**src/rtl/mem_lsu_if.sv**
```systemverilog
// mem_lsu_if
// Data-memory port between the load/store unit and the data memory.
// Carries one word-addressed request with byte enables and its acknowledge.
//   mem_req   : access request, held until mem_ack or abandonment
//   mem_we    : 1 = write, 0 = read
//   mem_be    : byte enables, bit i selects lane i (bits 8i+7:8i)
//   mem_addr  : word-aligned byte address
//   mem_wdata : lane-replicated write data
//   mem_ack   : memory completed the current request
//   mem_rdata : read word, valid together with mem_ack
// master = load/store unit side, slave = memory side.
interface mem_lsu_if;
    logic        mem_req;
    logic        mem_we;
    logic [3:0]  mem_be;
    logic [31:0] mem_addr;
    logic [31:0] mem_wdata;
    logic        mem_ack;
    logic [31:0] mem_rdata;

    modport master (
        output mem_req, mem_we, mem_be, mem_addr, mem_wdata,
        input  mem_ack, mem_rdata
    );

    modport slave (
        input  mem_req, mem_we, mem_be, mem_addr, mem_wdata,
        output mem_ack, mem_rdata
    );
endinterface

```
**src/rtl/mem_lsu.sv**
```systemverilog
// mem_lsu
// Load/store unit on the CPU side of the data-memory port. Takes one
// byte/half/word access from the datapath, checks type and alignment,
// issues a word-addressed memory request with byte enables, waits for the
// acknowledge (or a timeout) and returns extended load data or a store
// completion as a one-cycle response pulse.
// Ports:
//   clk, rstn         : clock, asynchronous active-low reset
//   req_valid/ready   : datapath access handshake (ready only in IDLE)
//   req_wr            : 1 = store, 0 = load
//   req_rbits         : load type 000 lw, 001 lh, 010 lhu, 011 lb, 100 lbu
//   req_wbits         : store type 00 sw, 01 sh, 10 sb
//   req_addr          : byte address
//   req_wdata         : right-aligned store data
//   resp_valid        : one-cycle completion pulse
//   resp_rdata        : extended load data, 0 for stores and errors
//   resp_err          : misaligned, illegal type or timeout
//   mem               : data-memory port (master side)
module mem_lsu #(
    parameter int TIMEOUT = 16
) (
    input  logic        clk,
    input  logic        rstn,
    input  logic        req_valid,
    output logic        req_ready,
    input  logic        req_wr,
    input  logic [2:0]  req_rbits,
    input  logic [1:0]  req_wbits,
    input  logic [31:0] req_addr,
    input  logic [31:0] req_wdata,
    output logic        resp_valid,
    output logic [31:0] resp_rdata,
    output logic        resp_err,
    mem_lsu_if.master   mem
);

    typedef enum logic [1:0] {
        IDLE   = 2'd0,
        ACCESS = 2'd1,
        RESP   = 2'd2
    } state_t;

    localparam logic [7:0] LAST_CNT = 8'(TIMEOUT - 1);

    state_t      state_q, state_d;
    logic [7:0]  cnt_q, cnt_d;
    logic [2:0]  rbits_q, rbits_d;
    logic [1:0]  off_q, off_d;
    logic        mem_we_q, mem_we_d;
    logic [3:0]  mem_be_q, mem_be_d;
    logic [31:0] mem_addr_q, mem_addr_d;
    logic [31:0] mem_wdata_q, mem_wdata_d;
    logic [31:0] resp_rdata_q, resp_rdata_d;
    logic        resp_err_q, resp_err_d;

    logic        bad_type;
    logic        misaligned;
    logic [3:0]  st_be;
    logic [31:0] st_wdata;
    logic [31:0] shifted;
    logic [31:0] load_val;

    // Request decode: illegal encodings and alignment are judged on the
    // incoming fields so a bad access never reaches the memory.
    always_comb begin
        bad_type   = 1'b0;
        misaligned = 1'b0;
        if (req_wr) begin
            bad_type = (req_wbits == 2'b11);
            if (req_wbits == 2'b00)
                misaligned = (req_addr[1:0] != 2'b00);
            else if (req_wbits == 2'b01)
                misaligned = req_addr[0];
        end else begin
            bad_type = (req_rbits > 3'd4);
            if (req_rbits == 3'b000)
                misaligned = (req_addr[1:0] != 2'b00);
            else if (req_rbits == 3'b001 || req_rbits == 3'b010)
                misaligned = req_addr[0];
        end
    end

    // Store lane placement: narrow data is replicated across all lanes so
    // only the byte enables depend on the address offset.
    always_comb begin
        st_be    = 4'b1111;
        st_wdata = req_wdata;
        if (req_wr) begin
            case (req_wbits)
                2'b01: begin
                    st_be    = 4'b0011 << req_addr[1:0];
                    st_wdata = {2{req_wdata[15:0]}};
                end
                2'b10: begin
                    st_be    = 4'b0001 << req_addr[1:0];
                    st_wdata = {4{req_wdata[7:0]}};
                end
                default: begin
                    st_be    = 4'b1111;
                    st_wdata = req_wdata;
                end
            endcase
        end
    end

    // Load extraction from the returned word using the latched offset/type.
    always_comb begin
        shifted  = mem.mem_rdata >> {off_q, 3'b000};
        load_val = mem.mem_rdata;
        case (rbits_q)
            3'b001:  load_val = {{16{shifted[15]}}, shifted[15:0]};
            3'b010:  load_val = {16'h0000, shifted[15:0]};
            3'b011:  load_val = {{24{shifted[7]}}, shifted[7:0]};
            3'b100:  load_val = {24'h000000, shifted[7:0]};
            default: load_val = mem.mem_rdata;
        endcase
    end

    // Next-state logic. Memory-side registers are only loaded when an access
    // is actually issued; response registers only change on entry to RESP so
    // they hold between responses.
    always_comb begin
        state_d      = state_q;
        cnt_d        = cnt_q;
        rbits_d      = rbits_q;
        off_d        = off_q;
        mem_we_d     = mem_we_q;
        mem_be_d     = mem_be_q;
        mem_addr_d   = mem_addr_q;
        mem_wdata_d  = mem_wdata_q;
        resp_rdata_d = resp_rdata_q;
        resp_err_d   = resp_err_q;
        case (state_q)
            IDLE: begin
                if (req_valid) begin
                    if (bad_type || misaligned) begin
                        state_d      = RESP;
                        resp_err_d   = 1'b1;
                        resp_rdata_d = 32'h0;
                    end else begin
                        state_d     = ACCESS;
                        cnt_d       = 8'd0;
                        rbits_d     = req_rbits;
                        off_d       = req_addr[1:0];
                        mem_we_d    = req_wr;
                        mem_addr_d  = {req_addr[31:2], 2'b00};
                        mem_be_d    = st_be;
                        mem_wdata_d = st_wdata;
                    end
                end
            end
            ACCESS: begin
                if (mem.mem_ack) begin
                    state_d      = RESP;
                    resp_err_d   = 1'b0;
                    resp_rdata_d = mem_we_q ? 32'h0 : load_val;
                end else if (cnt_q == LAST_CNT) begin
                    state_d      = RESP;
                    resp_err_d   = 1'b1;
                    resp_rdata_d = 32'h0;
                end else begin
                    cnt_d = cnt_q + 8'd1;
                end
            end
            RESP: begin
                state_d = IDLE;
            end
            default: begin
                state_d = IDLE;
            end
        endcase
    end

    // State registers; reset abandons any in-flight access.
    always_ff @(posedge clk or negedge rstn) begin
        if (!rstn) begin
            state_q      <= IDLE;
            cnt_q        <= 8'd0;
            rbits_q      <= 3'd0;
            off_q        <= 2'd0;
            mem_we_q     <= 1'b0;
            mem_be_q     <= 4'd0;
            mem_addr_q   <= 32'h0;
            mem_wdata_q  <= 32'h0;
            resp_rdata_q <= 32'h0;
            resp_err_q   <= 1'b0;
        end else begin
            state_q      <= state_d;
            cnt_q        <= cnt_d;
            rbits_q      <= rbits_d;
            off_q        <= off_d;
            mem_we_q     <= mem_we_d;
            mem_be_q     <= mem_be_d;
            mem_addr_q   <= mem_addr_d;
            mem_wdata_q  <= mem_wdata_d;
            resp_rdata_q <= resp_rdata_d;
            resp_err_q   <= resp_err_d;
        end
    end

    // mem_req is decoded from the state so it falls as soon as reset hits.
    assign req_ready     = (state_q == IDLE);
    assign resp_valid    = (state_q == RESP);
    assign resp_rdata    = resp_rdata_q;
    assign resp_err      = resp_err_q;
    assign mem.mem_req   = (state_q == ACCESS);
    assign mem.mem_we    = mem_we_q;
    assign mem.mem_be    = mem_be_q;
    assign mem.mem_addr  = mem_addr_q;
    assign mem.mem_wdata = mem_wdata_q;

endmodule

```
**src/flat_wrapper.sv**
```systemverilog
// flat-port wrapper written by rule: the top's interface ports become plain ports
module mem_lsu_flat 
#(
    parameter int TIMEOUT = 16
)
  (clk, rstn, req_valid, req_ready, req_wr, req_rbits, req_wbits, req_addr, req_wdata, resp_valid, resp_rdata, resp_err, mem_mem_req, mem_mem_we, mem_mem_be, mem_mem_addr, mem_mem_wdata, mem_mem_ack, mem_mem_rdata);
  mem_lsu_if mem_i ();
  input  logic clk;
  input  logic rstn;
  input  logic req_valid;
  output logic req_ready;
  input  logic req_wr;
  input  logic [2:0] req_rbits;
  input  logic [1:0] req_wbits;
  input  logic [31:0] req_addr;
  input  logic [31:0] req_wdata;
  output logic resp_valid;
  output logic [31:0] resp_rdata;
  output logic resp_err;
  output wire logic [$bits(mem_i.mem_req)-1:0] mem_mem_req;
  output wire logic [$bits(mem_i.mem_we)-1:0] mem_mem_we;
  output wire logic [$bits(mem_i.mem_be)-1:0] mem_mem_be;
  output wire logic [$bits(mem_i.mem_addr)-1:0] mem_mem_addr;
  output wire logic [$bits(mem_i.mem_wdata)-1:0] mem_mem_wdata;
  input wire logic [$bits(mem_i.mem_ack)-1:0] mem_mem_ack;
  input wire logic [$bits(mem_i.mem_rdata)-1:0] mem_mem_rdata;
  assign mem_mem_req = mem_i.mem_req;
  assign mem_mem_we = mem_i.mem_we;
  assign mem_mem_be = mem_i.mem_be;
  assign mem_mem_addr = mem_i.mem_addr;
  assign mem_mem_wdata = mem_i.mem_wdata;
  assign mem_i.mem_ack = mem_mem_ack;
  assign mem_i.mem_rdata = mem_mem_rdata;
  mem_lsu #(.TIMEOUT(TIMEOUT)) u_core (.clk(clk), .rstn(rstn), .req_valid(req_valid), .req_ready(req_ready), .req_wr(req_wr), .req_rbits(req_rbits), .req_wbits(req_wbits), .req_addr(req_addr), .req_wdata(req_wdata), .resp_valid(resp_valid), .resp_rdata(resp_rdata), .resp_err(resp_err), .mem(mem_i));
endmodule
```
**config.mk**
```make
export PLATFORM = sky130hd
export DESIGN_NAME = mem_lsu_flat
export DESIGN_NICKNAME = d
export VERILOG_FILES = /design/src/rtl/mem_lsu_if.sv /design/src/rtl/mem_lsu.sv /design/src/flat_wrapper.sv
export SDC_FILE = /design/constraint.sdc
export NUM_CORES = 1
export LEC_CHECK = 0
export CAP_MARGIN = 40
export CORE_MARGIN = 3
export CORE_UTILIZATION = 48
export CTS_BUF_LIST = sky130_fd_sc_hd__clkbuf_16
export DETAILED_ROUTE_END_ITERATION = 10
export PLACE_DENSITY = 0.87
export SKIP_LAST_GASP = 1
export SYNTH_ARGS = -nofsm -noshare
export SYNTH_HDL_FRONTEND = slang
export SYNTH_SLANG_ARGS = --single-unit
export TNS_END_PERCENT = 100
```
**constraint.sdc**
```tcl
create_clock -name clk -period 3.5 [get_ports clk]
set_input_delay 0.875 -clock clk [delete_from_list [all_inputs] [get_ports clk]]
set_output_delay 0.875 -clock clk [all_outputs]
set_load 0.01 [all_outputs]
```
==> results <==
- The average instance in the mapped netlist occupies about 11 um2.
- The detail route stage leaves a number of antenna-violating nets equal to 0.
- IR analysis of the VDD net gives a maximum drop of about 0.00059 V.
- Relative to the synthesized area, the layout overhead comes to 49.24%.
- The total detailed-routing wirelength is 17100 um.
- The met1 routed wirelength after detailed routing is roughly 6600 um.
- At the end of routability-driven placement, the weighted congestion stood at between 0.8 and 0.9.
- Once the clock tree was built, the setup fixing pass inserted 0 buffers.
- The cell-internal power is 4.501 mW.
- The placeable core region is between 10000 and 15000 um2.
- The number of gates resized after CTS is 0.
- The final clock skew is roughly 12 ps.
- The cell area power density is 842.7 nW/um2.
- The library cell used most frequently in the layout, excluding fill and tap cells, is sky130_fd_sc_hd__clkdlybuf4s50_1.
- Once detailed placement completed, the half-perimeter wirelength came to roughly 12000 um.
- The die covers roughly 13000 um2.
- The register share of total power is 0.347.
- For this run, design rule violations remaining after detail routing come to 0.
- After detailed routing, the met3 layer carries approximately 1600 um of wire.
- The placed instances occupy a cell area of about 7700 um2.
- In the final design database the tool counted 834 nets.
- The total number of yosys warnings is 0.
- The power share of the combinational group is 0.436.
- The initial utilization of the core area, before any placement, comes to 0.5012.
- In this run the worst path has a maximum fanout of 23.
- The I/O pin total is 211.
- The compound-gate portion of the synthesized area is 0.2003.
- The synthesized design contains around 120 register bits.
- The first global-routing pass estimated about 27000 um of wire.
- The area of the mapped netlist is between 5000 and 6000 um2.
- Summing all non-filler instances in the final layout gives an area of 8252 um2.
- The critical path arrival is 3120 ps.
- The worst slew slack as a fraction of its limit is 0.4729.
- The register clock-pin slew on the reported worst setup and hold paths is ~50 ps.
- The switching share of total power is 0.3527.
- The uppermost signal routing layer after detailed routing is met4.
- Counting flops with a built-in enable in the synthesized netlist gives 0.
- The routed design could run at a clock period as short as between 2000 and 3000 ps.
- The clock root buffer is sky130_fd_sc_hd__clkbuf_16.
- For this run, the share of the core covered by cells in the final layout is 0.7481.
- Input and output buffers added on the ports amount to between 200 and 250.
- The area fraction of the dominant cell type after synthesis is 0.5205.
- The number of buffers created by CTS is 17.
- The max-slew violation total from the final report is 0.
- The final setup TNS is 0 ps.
- In the routed layout, each cell is associated on average with a via count of between 5 and 6.
- The largest stage delay on the critical path is 620 ps.
- The share of cell area taken by muxes after synthesis is 0.1036.
- The number of global-route vias before repair is roughly 5.2k.
- The routed wire length per instance is around 20 um.
- The clock network latency to the later pin of the worst-skew pair is 410 ps.
- The met2 layer wire length in the routed design is 8413 um.
- The count of vias placed by the detailed router is approximately 5.0k.
- No sink is reached through more buffers than the 2 on the longest clock path.
- The design draws around 7.0 mW.
- The total area of multi-input combinational cells is around 2400 um2.
- The signal on the critical path passes through clkdlybuf4s50_1, nor4b_1, nor3_1, and3b_1, or4_4, buf_4, o2bb2ai_1.
- Max-cap violations in this run came to 0.
- Of the cells placed in the final design, the portion with a size suffix greater than 1 is 0.1060.
- Of the total synthesized cell area, the portion taken by full adders, half adders and majority gates is 0.01131.
- Setup violations remaining at the end of the flow were counted as 0.
- The number of sinks on the clock net is 115.
- The count of final hold-check violations is 0.
- Of all cell types, the one taking the most synthesized area is sky130_fd_sc_hd__dfrtp_1.
- The number of different library cells used by synthesis comes to 47.
- The first-pass detailed-route iteration total is 5.
- The antenna diode instance count is 0.
- The number of H-tree levels is 4.
- For this design the total switching power over the nets is 2.452 mW.
- The worst hold path belongs to the class flip-flop to flip-flop.
- The worst-case register-to-register setup slack is around 1100 ps.
- Measured along the x axis, the die boundary spans about 110 um.
- The sequential cells in the finished layout cover a total of 2878 um2.
- After synthesis, the largest family of logic cells by area is compound AO/OA/AOI/OAI gates.
- The number of instances in the synthesized netlist is 525.
- The post-route fraction of the period consumed by the critical path is 0.8139.
- Of the total synthesized cell area, the portion taken by XOR and XNOR cells is 0.01109.
- The critical path in this run is classified as primary input to flip-flop.
- STA puts the critical path data required time at around 3800 ps.
- The final standard cell count with taps included and fillers excluded is slightly below 900.
- Of the total synthesized cell area, the portion taken by AND, OR, NAND and NOR gates is 0.1079.
- For the pin with the worst max-slew slack, the measured transition is between 700 and 800 ps.
- The post-synthesis sequential area ratio is 0.5205.
- The largest net degree at the start of global routing is 62.
- The initial antenna violation count is 0.
- STA classifies the critical path endpoint as a flip-flop.
- The static leakage is 3.543 nW.
- The global-route total usage across every layer is 0.2699.
- The clock tree from TritonCTS is yes.
- For this run, the top clock speed supported by timing is 351.1 MHz.
- In the synthesized netlist the dominant register cell turns out to be sky130_fd_sc_hd__dfrtp_1.
- From bottom edge to top edge, the die measures around 110 um.
- The number of hold-repair buffers added at the cts stage is 0.
- The global route total overflow is 0.
- The library cells used most frequently in the layout, excluding fill and tap cells, are 207 x sky130_fd_sc_hd__clkdlybuf4s50_1, 115 x sky130_fd_sc_hd__dfrtp_1, 55 x sky130_fd_sc_hd__o21ai_0.
- After the first detailed-routing iteration, the DRC count stood at roughly 380.
- The share of total power dissipated in the clock network is 0.217.
- The floorplan has 38 rows.
- By area the synthesized netlist is led by sky130_fd_sc_hd__dfrtp_1 52%, sky130_fd_sc_hd__mux2_2 8.6%, sky130_fd_sc_hd__o21ai_0 5.0%.
- Setup repair after global routing left no endpoint under its margin.
- After filler insertion, the fill cell instance count of the layout stands at roughly 770.
- The slowest cell on the critical path is sky130_fd_sc_hd__or4_4.
- Of all flip-flops after synthesis, the portion carrying an async set or reset was 1.000.
- The flow ran to the end, and the final reports show no timing, DRC or antenna violations.
- The sort of element at the start of the critical path is a primary input.
- The total instance count after detailed placement is 844.
-- logic make-up after synthesis --
family | after synthesis
other cells | 1
flops | 115
mux | 52
simple gates | 123
compound gates | 163
buf+inv | 59
xor+xnor | 7
fa+ha+maj | 5
-- sequential cells by signal (all words and copies together) (netlist names) --
name / cells
u_core.off_q: 2
u_core.mem.mem_addr: 30
u_core.mem.mem_we: 1
u_core.mem.mem_wdata: 32
u_core.cnt_q: 8
u_core.resp_err: 1
u_core.mem.mem_be: 4
u_core.state_q: 2
u_core.resp_rdata: 32
u_core.rbits_q: 3
-- layer usage --
layer  vias to the layer above  global-route usage
li1                       2301                   -
met1                      2445              0.3235
met2                       247              0.4388
met3                        36              0.1005
met4                         0              0.1138
met5                         -                   0
-- synth_stat cells (3+ instances only) --
| cell type | number |
|---|---|
| sky130_fd_sc_hd__nor2_1 | 38 |
| sky130_fd_sc_hd__a22oi_1 | 9 |
| sky130_fd_sc_hd__ha_1 | 5 |
| sky130_fd_sc_hd__mux2i_1 | 10 |
| sky130_fd_sc_hd__a221o_1 | 8 |
| sky130_fd_sc_hd__and2_1 | 6 |
| sky130_fd_sc_hd__a22o_1 | 6 |
| sky130_fd_sc_hd__buf_2 | 8 |
| sky130_fd_sc_hd__o21ai_0 | 55 |
| sky130_fd_sc_hd__xor2_1 | 4 |
| sky130_fd_sc_hd__xnor2_1 | 3 |
| sky130_fd_sc_hd__inv_1 | 19 |
| sky130_fd_sc_hd__nor3_1 | 6 |
| sky130_fd_sc_hd__nand2_1 | 39 |
| sky130_fd_sc_hd__o2bb2ai_1 | 30 |
| sky130_fd_sc_hd__nand2b_1 | 4 |
| sky130_fd_sc_hd__nor2b_1 | 6 |
| sky130_fd_sc_hd__dfrtp_1 | 115 |
| sky130_fd_sc_hd__a2111oi_0 | 6 |
| sky130_fd_sc_hd__o22ai_1 | 10 |
| sky130_fd_sc_hd__nor4b_1 | 6 |
| sky130_fd_sc_hd__clkbuf_1 | 29 |
| sky130_fd_sc_hd__a31oi_1 | 3 |
| sky130_fd_sc_hd__a211oi_1 | 5 |
| sky130_fd_sc_hd__mux2_2 | 42 |
| sky130_fd_sc_hd__nand3_1 | 7 |
| sky130_fd_sc_hd__a21oi_1 | 19 |
-- area by class of cell --
type / instances / area share
sequential: 115 / 0.3487
multi-input combinational: 352 / 0.2937
timing repair buffer: 218 / 0.2657
clock buffer: 17 / 0.05155
tap: 140 / 0.02123
clock inverter: 15 / 0.01046
inverter: 19 / 0.008643
-- power groups by stage --
stage	clock, mW	sequential, mW	combinational (mW)
2_1_floorplan	0	2.44	1.31
3_3_place_gp	0	2.37	2.91
3_5_place_dp	0	2.41	3.00
4_1_cts	1.52	2.41	3.04
5_1_grt	1.58	2.50	3.25
6_report	1.51	2.41	3.03
-- worst max-delay path: cells and delay by family --
family / cells / cell delay, ps
simple gates: 4 / 1320
buf+inv: 2 / 750
compound gates: 1 / 160
-- worst paths after layout --
kind	to	cells past startpoint	from
setup / recovery	u_core.resp_rdata[27]	7	req_rbits[1]
hold / removal	u_core.mem.mem_wdata[19]	2	u_core.mem.mem_wdata[19]
max in group asynchronous	u_core.resp_rdata[18]	2	rstn
min in group asynchronous	u_core.mem.mem_wdata[25]	1	rstn
hold reg to reg	u_core.mem.mem_wdata[19]	2	u_core.mem.mem_wdata[19]
setup reg to reg	u_core.resp_rdata[27]	6	u_core.off_q[1]
-- metrics by stage --
stage | worst slack (ps) | hold slack, ps
after floorplan | 762.2 | 489.5
after global placement | 324.8 | 463.2
after detailed placement | 276.9 | 469.6
after CTS | 707.0 | 481.6
after global routing | 559.7 | 504.2
final | 651.5 | 475.6
(Power assumes the default switching activity.)
